### src/rtl/stream_mux_rr.sv
// stream_mux_rr: N-channel valid/ready stream multiplexer with round-robin or
// externally selected arbitration, optional packet locking and a single
// registered output stage (1-cycle latency, 1 beat/clk sustained).
module stream_mux_rr #(
  parameter int unsigned N        = 4,
  parameter int unsigned WIDTH    = 8,
  parameter int unsigned SELW     = 2,
  parameter int unsigned PKT_LOCK = 1
) (
  input  logic               clk,
  input  logic               rst,
  input  logic               mode,
  input  logic [SELW-1:0]    sel,
  input  logic [N*WIDTH-1:0] in_data,
  input  logic [N-1:0]       in_valid,
  input  logic [N-1:0]       in_last,
  output logic [N-1:0]       in_ready,
  output logic [WIDTH-1:0]   out_data,
  output logic               out_valid,
  output logic               out_last,
  output logic [SELW-1:0]    out_sel,
  input  logic               out_ready
);

  logic             valid_q;
  logic [WIDTH-1:0] data_q;
  logic             last_q;
  logic [SELW-1:0]  sel_q;
  logic             lock_q;
  logic [SELW-1:0]  lock_ch_q;
  logic [SELW-1:0]  rr_q;

  logic             load;
  logic [SELW-1:0]  grant;
  logic             grant_valid;
  logic             xfer;
  logic [WIDTH-1:0] beat_data;
  logic             beat_last;

  // Output register may take a new beat when empty or being drained this cycle.
  assign load = !valid_q || out_ready;

  // Grant selection: locked channel, round-robin search after rr_q, or external select.
  always_comb begin
    int unsigned idx;
    grant       = '0;
    grant_valid = 1'b0;
    idx         = 0;
    if (lock_q) begin
      // Locked channel keeps the grant even when it drops valid (bubble, no interleave).
      grant       = lock_ch_q;
      grant_valid = 1'b1;
    end else if (!mode) begin
      for (int unsigned k = 1; k <= N; k++) begin
        idx = 32'(rr_q) + k;
        if (idx >= N) begin
          idx = idx - N;
        end
        if (!grant_valid && in_valid[idx]) begin
          grant       = SELW'(idx);
          grant_valid = 1'b1;
        end
      end
    end else if (32'(sel) < N) begin
      grant       = sel;
      grant_valid = in_valid[sel];
    end
  end

  // Per-channel ready: one-hot on the granted channel when the output can load.
  always_comb begin
    in_ready = '0;
    for (int unsigned i = 0; i < N; i++) begin
      in_ready[i] = load && grant_valid && (grant == SELW'(i));
    end
  end

  assign xfer = |(in_valid & in_ready);

  // Route the granted channel's payload toward the output register.
  always_comb begin
    beat_data = '0;
    beat_last = 1'b0;
    for (int unsigned i = 0; i < N; i++) begin
      if (grant == SELW'(i)) begin
        beat_data = in_data[i*WIDTH +: WIDTH];
        beat_last = in_last[i];
      end
    end
  end

  // Output stage, round-robin pointer and packet lock state.
  always_ff @(posedge clk or posedge rst) begin
    if (rst) begin
      valid_q   <= 1'b0;
      data_q    <= '0;
      last_q    <= 1'b0;
      sel_q     <= '0;
      lock_q    <= 1'b0;
      lock_ch_q <= '0;
      rr_q      <= SELW'(N - 1);
    end else if (xfer) begin
      valid_q <= 1'b1;
      data_q  <= beat_data;
      last_q  <= beat_last;
      sel_q   <= grant;
      if (!mode) begin
        rr_q <= grant;
      end
      if (PKT_LOCK != 0) begin
        // While locked the grant is the locked channel, so a last beat here ends its packet.
        if (!beat_last) begin
          lock_q    <= 1'b1;
          lock_ch_q <= grant;
        end else begin
          lock_q <= 1'b0;
        end
      end
    end else if (out_ready) begin
      valid_q <= 1'b0;
    end
  end

  assign out_data  = data_q;
  assign out_valid = valid_q;
  assign out_last  = last_q;
  assign out_sel   = sel_q;

endmodule

### config.mk
export PLATFORM = sky130hd
export DESIGN_NAME = stream_mux_rr
export DESIGN_NICKNAME = d
export VERILOG_FILES = /design/src/rtl/stream_mux_rr.sv
export SDC_FILE = /design/constraint.sdc
export NUM_CORES = 1
export LEC_CHECK = 0
export CAP_MARGIN = 15
export CORE_MARGIN = 2
export CORE_UTILIZATION = 43
export CTS_CLUSTER_DIAMETER = 120
export DETAILED_ROUTE_END_ITERATION = 7
export GPL_ROUTABILITY_DRIVEN = 0
export PLACE_DENSITY = 0.85
export SYNTH_ARGS = -nofsm -noshare
export SYNTH_HDL_FRONTEND = slang
export SYNTH_SLANG_ARGS = --single-unit
### constraint.sdc
create_clock -name clk -period 4.6 [get_ports clk]
set_input_delay 0.92 -clock clk [delete_from_list [all_inputs] [get_ports clk]]
set_output_delay 0.92 -clock clk [all_outputs]
set_load 0.005 [all_outputs]
==> flow_summary.yaml <==
status:
  status: "completed"
drt:
  ant_nets: 0
  via_count: 1204
  wl_mm: 3.07
  post_drt_via_cell_ratio: 5.50
  drt_first_pass_iters: 2
  wire_per_inst_um: 14.0
  drc: 0
  drt_iter0_markers: 35
timing:
  worst_slack_ps: 497
  slew_violations: 0
  fin_worst_skew_ps: 9.67
  setup_viol: 0
  relSlewSlack: 0.567
  finalHoldViolCount: 0
  period_share: 0.892
  tns_ps: 0
  fin_crit_ps: 4100
  rsz0062_at_grt: "false"
  tightest_slew_ps: 648
  max_freq_ghz: 0.244
floorplan:
  num_rows: 19
  start_util: 0.453
  die_w_um: 58.2
  die-area_mm2: 0.00338
  coreArea_mm2: 0.00278
  chipHeight_um: 58.2
  ios: 62
power:
  power_density_mw_per_mm2: 598
  leakage_nw: 0.797
  ir_worst_vdd_v: 0.000469
critical_path:
  worstPathMaxFanout: 7
  start_kind: "input port"
  cp-end-kind: "primary output"
  crit_arrival_ps: 3180
  critPathKind: "input port to primary output"
  crit_required_ps: 3680
placement:
  portBuffers: 61
  pre_cts_ws_ps: 506
global_routing:
  grt_max_degree: 32
  grt_pass1_vias: 1253
  antenna_found_initial: 0
  grt_pass1_wl_mm: 5.20
  grt_usage: 0.199
  overflow: 0
clock_network:
  clk_path_buf_depth: 2
  cts_resized: 0
  cts_hold_buf: 0
  clkLatencyLatePin_ps: 290
  post_cts_buffers: 0
  cts_tree: "yes"
  clkSlewWorstSetupHoldPaths_ps: 110
  root_buffer: "clkbuf_4"
  cts_buffers: 3
  cts.sinks: 17
  htreeDepth: 1
logic_synthesis:
  synth_edf_count: 0
  yosys_register_bits: 17
  syn_avg_cell_area_um2: 9.93
  seq_area_frac_synth: 0.339
  netlist_instances: 127
  synth_nets: 173
  async_reset_ff_frac: 1.00
  synthFlopType: "dfrtp_1"
  syn_area_mm2: 0.00126
  ys_types: 37
  yosysWarnings: 0
layout:
  fin_nets: 235
  n_antenna_cell: 0
  drive_gt1_frac: 0.149
  fin_util: 0.691
  syn2layout_area_growth_pct: 52.4
run:
  maxCapViolations: 0
worst_hold_path:
  hp-class: "register to register"
cell type report:
class / count / area, µm²
Clock buffer: 4 / 26.3
Fill cell: 214 / 860
Inverter: 7 / 26.3
Multi-Input combinational cell: 97 / 777
Sequential cell: 17 / 428
Tap cell: 31 / 38.8
Timing Repair Buffer: 63 / 626
worst max-delay path, cell delays in order:
cell,delay (ps)
clkdlybuf4s50_1,520
mux4_1,540
and2_1,180
o32a_1,350
or2b_1,200
nor2_1,40
clkdlybuf4s50_1,440
synthesized netlist by cell type (2+ instances only):
cell	instances	area, µm²
o21a_1	2	15.0
a211oi_1	8	60.1
o21ai_0	4	20.0
nand2b_1	3	18.8
o22ai_1	2	12.5
dfstp_2	2	52.6
dfrtp_1	15	375
mux2i_1	12	120
nand2_1	4	15.0
mux2_2	10	113
clkbuf_1	3	11.3
mux2_4	2	30.0
nor2_1	9	33.8
a21oi_1	13	65.1
inv_1	7	26.3
nor2b_1	10	62.6
final timing paths:
kind                                                 end  cells after the start  slack (ps)                      from
worst max-delay path                         in_ready[0]                      7         500               in_valid[1]
worst min-delay path            lock_ch_q[0]$_DFFE_PP0P_                      1         510  lock_ch_q[0]$_DFFE_PP0P_
worst max register to register  lock_ch_q[0]$_DFFE_PP0P_                      8        1860       rr_q[0]$_DFFE_PP1P_
worst min register to register  lock_ch_q[0]$_DFFE_PP0P_                      1         510  lock_ch_q[0]$_DFFE_PP0P_
max in group asynchronous        out_data[3]$_DFFE_PP0P_                      2        3170                       rst
min in group asynchronous        out_data[7]$_DFFE_PP0P_                      2        1010                       rst
flip-flops by register name, summed over array words and instances (netlist names):
register,cells
lock_q,1
out_data,8
out_last,1
lock_ch_q,2
rr_q,2
out_valid,1
out_sel,2
metrics by stage:
step | total power, mW | hold WS, ps | cell area (µm²) | instances
floorplan | 0.810 | 459 | 1260 | 127
finish | 1.15 | 510 | 1920 | 219
detailed placement | 1.07 | 483 | 1900 | 215
global route | 1.25 | 524 | 1920 | 219
CTS | 1.16 | 509 | 1920 | 219
global placement | 1.05 | 479 | 1900 | 215
routing by layer:
layer | part of all wire | wire length, µm | GRT usage | vias to the layer above
met5 | 0 | 0 | 0 | -
met4 | 0.0078 | 24 | 0.0731 | 0
met3 | 0.099 | 303 | 0.0647 | 2
met2 | 0.47 | 1450 | 0.349 | 46
met1 | 0.42 | 1290 | 0.225 | 566
li1 | - | - | - | 590
kinds of logic (layout without fill, tap and decap cells):
group                  count (synthesis)  in the layout  share of synthesized area
AOI/OAI and AO/OA                     38             38                      0.218
and+or+nand+nor                       32             32                      0.138
muxes                                 27             27                      0.256
DFF                                   17             17                      0.339
buffers and inverters                 13             74                     0.0486
cell usage in the layout, fill, tap and decap left out, types with 2 or more instances in the layout:
master,count
nor2b_1,10
dfrtp_1,15
mux2_4,2
o21a_1,2
mux2i_1,12
o22ai_1,2
o21ai_0,4
nand2b_1,3
clkdlybuf4s50_1,61
clkbuf_4,3
nand2_1,4
dfstp_2,2
nor2_1,9
mux2_2,10
inv_1,7
a21oi_1,13
buf_4,2
a211oi_1,8
report_power, final:
| part | leakage [nW] | internal [mW] | switching, mW | total, mW |
|---|---|---|---|---|
| Combinational | 0.588 | 0.437 | 0.347 | 0.784 |
| Sequential | 0.194 | 0.234 | 0.0489 | 0.283 |
| Clock | 0.0150 | 0.0337 | 0.0480 | 0.0816 |
| Total | 0.797 | 0.704 | 0.444 | 1.15 |
Power figures use the tool's default switching activity.
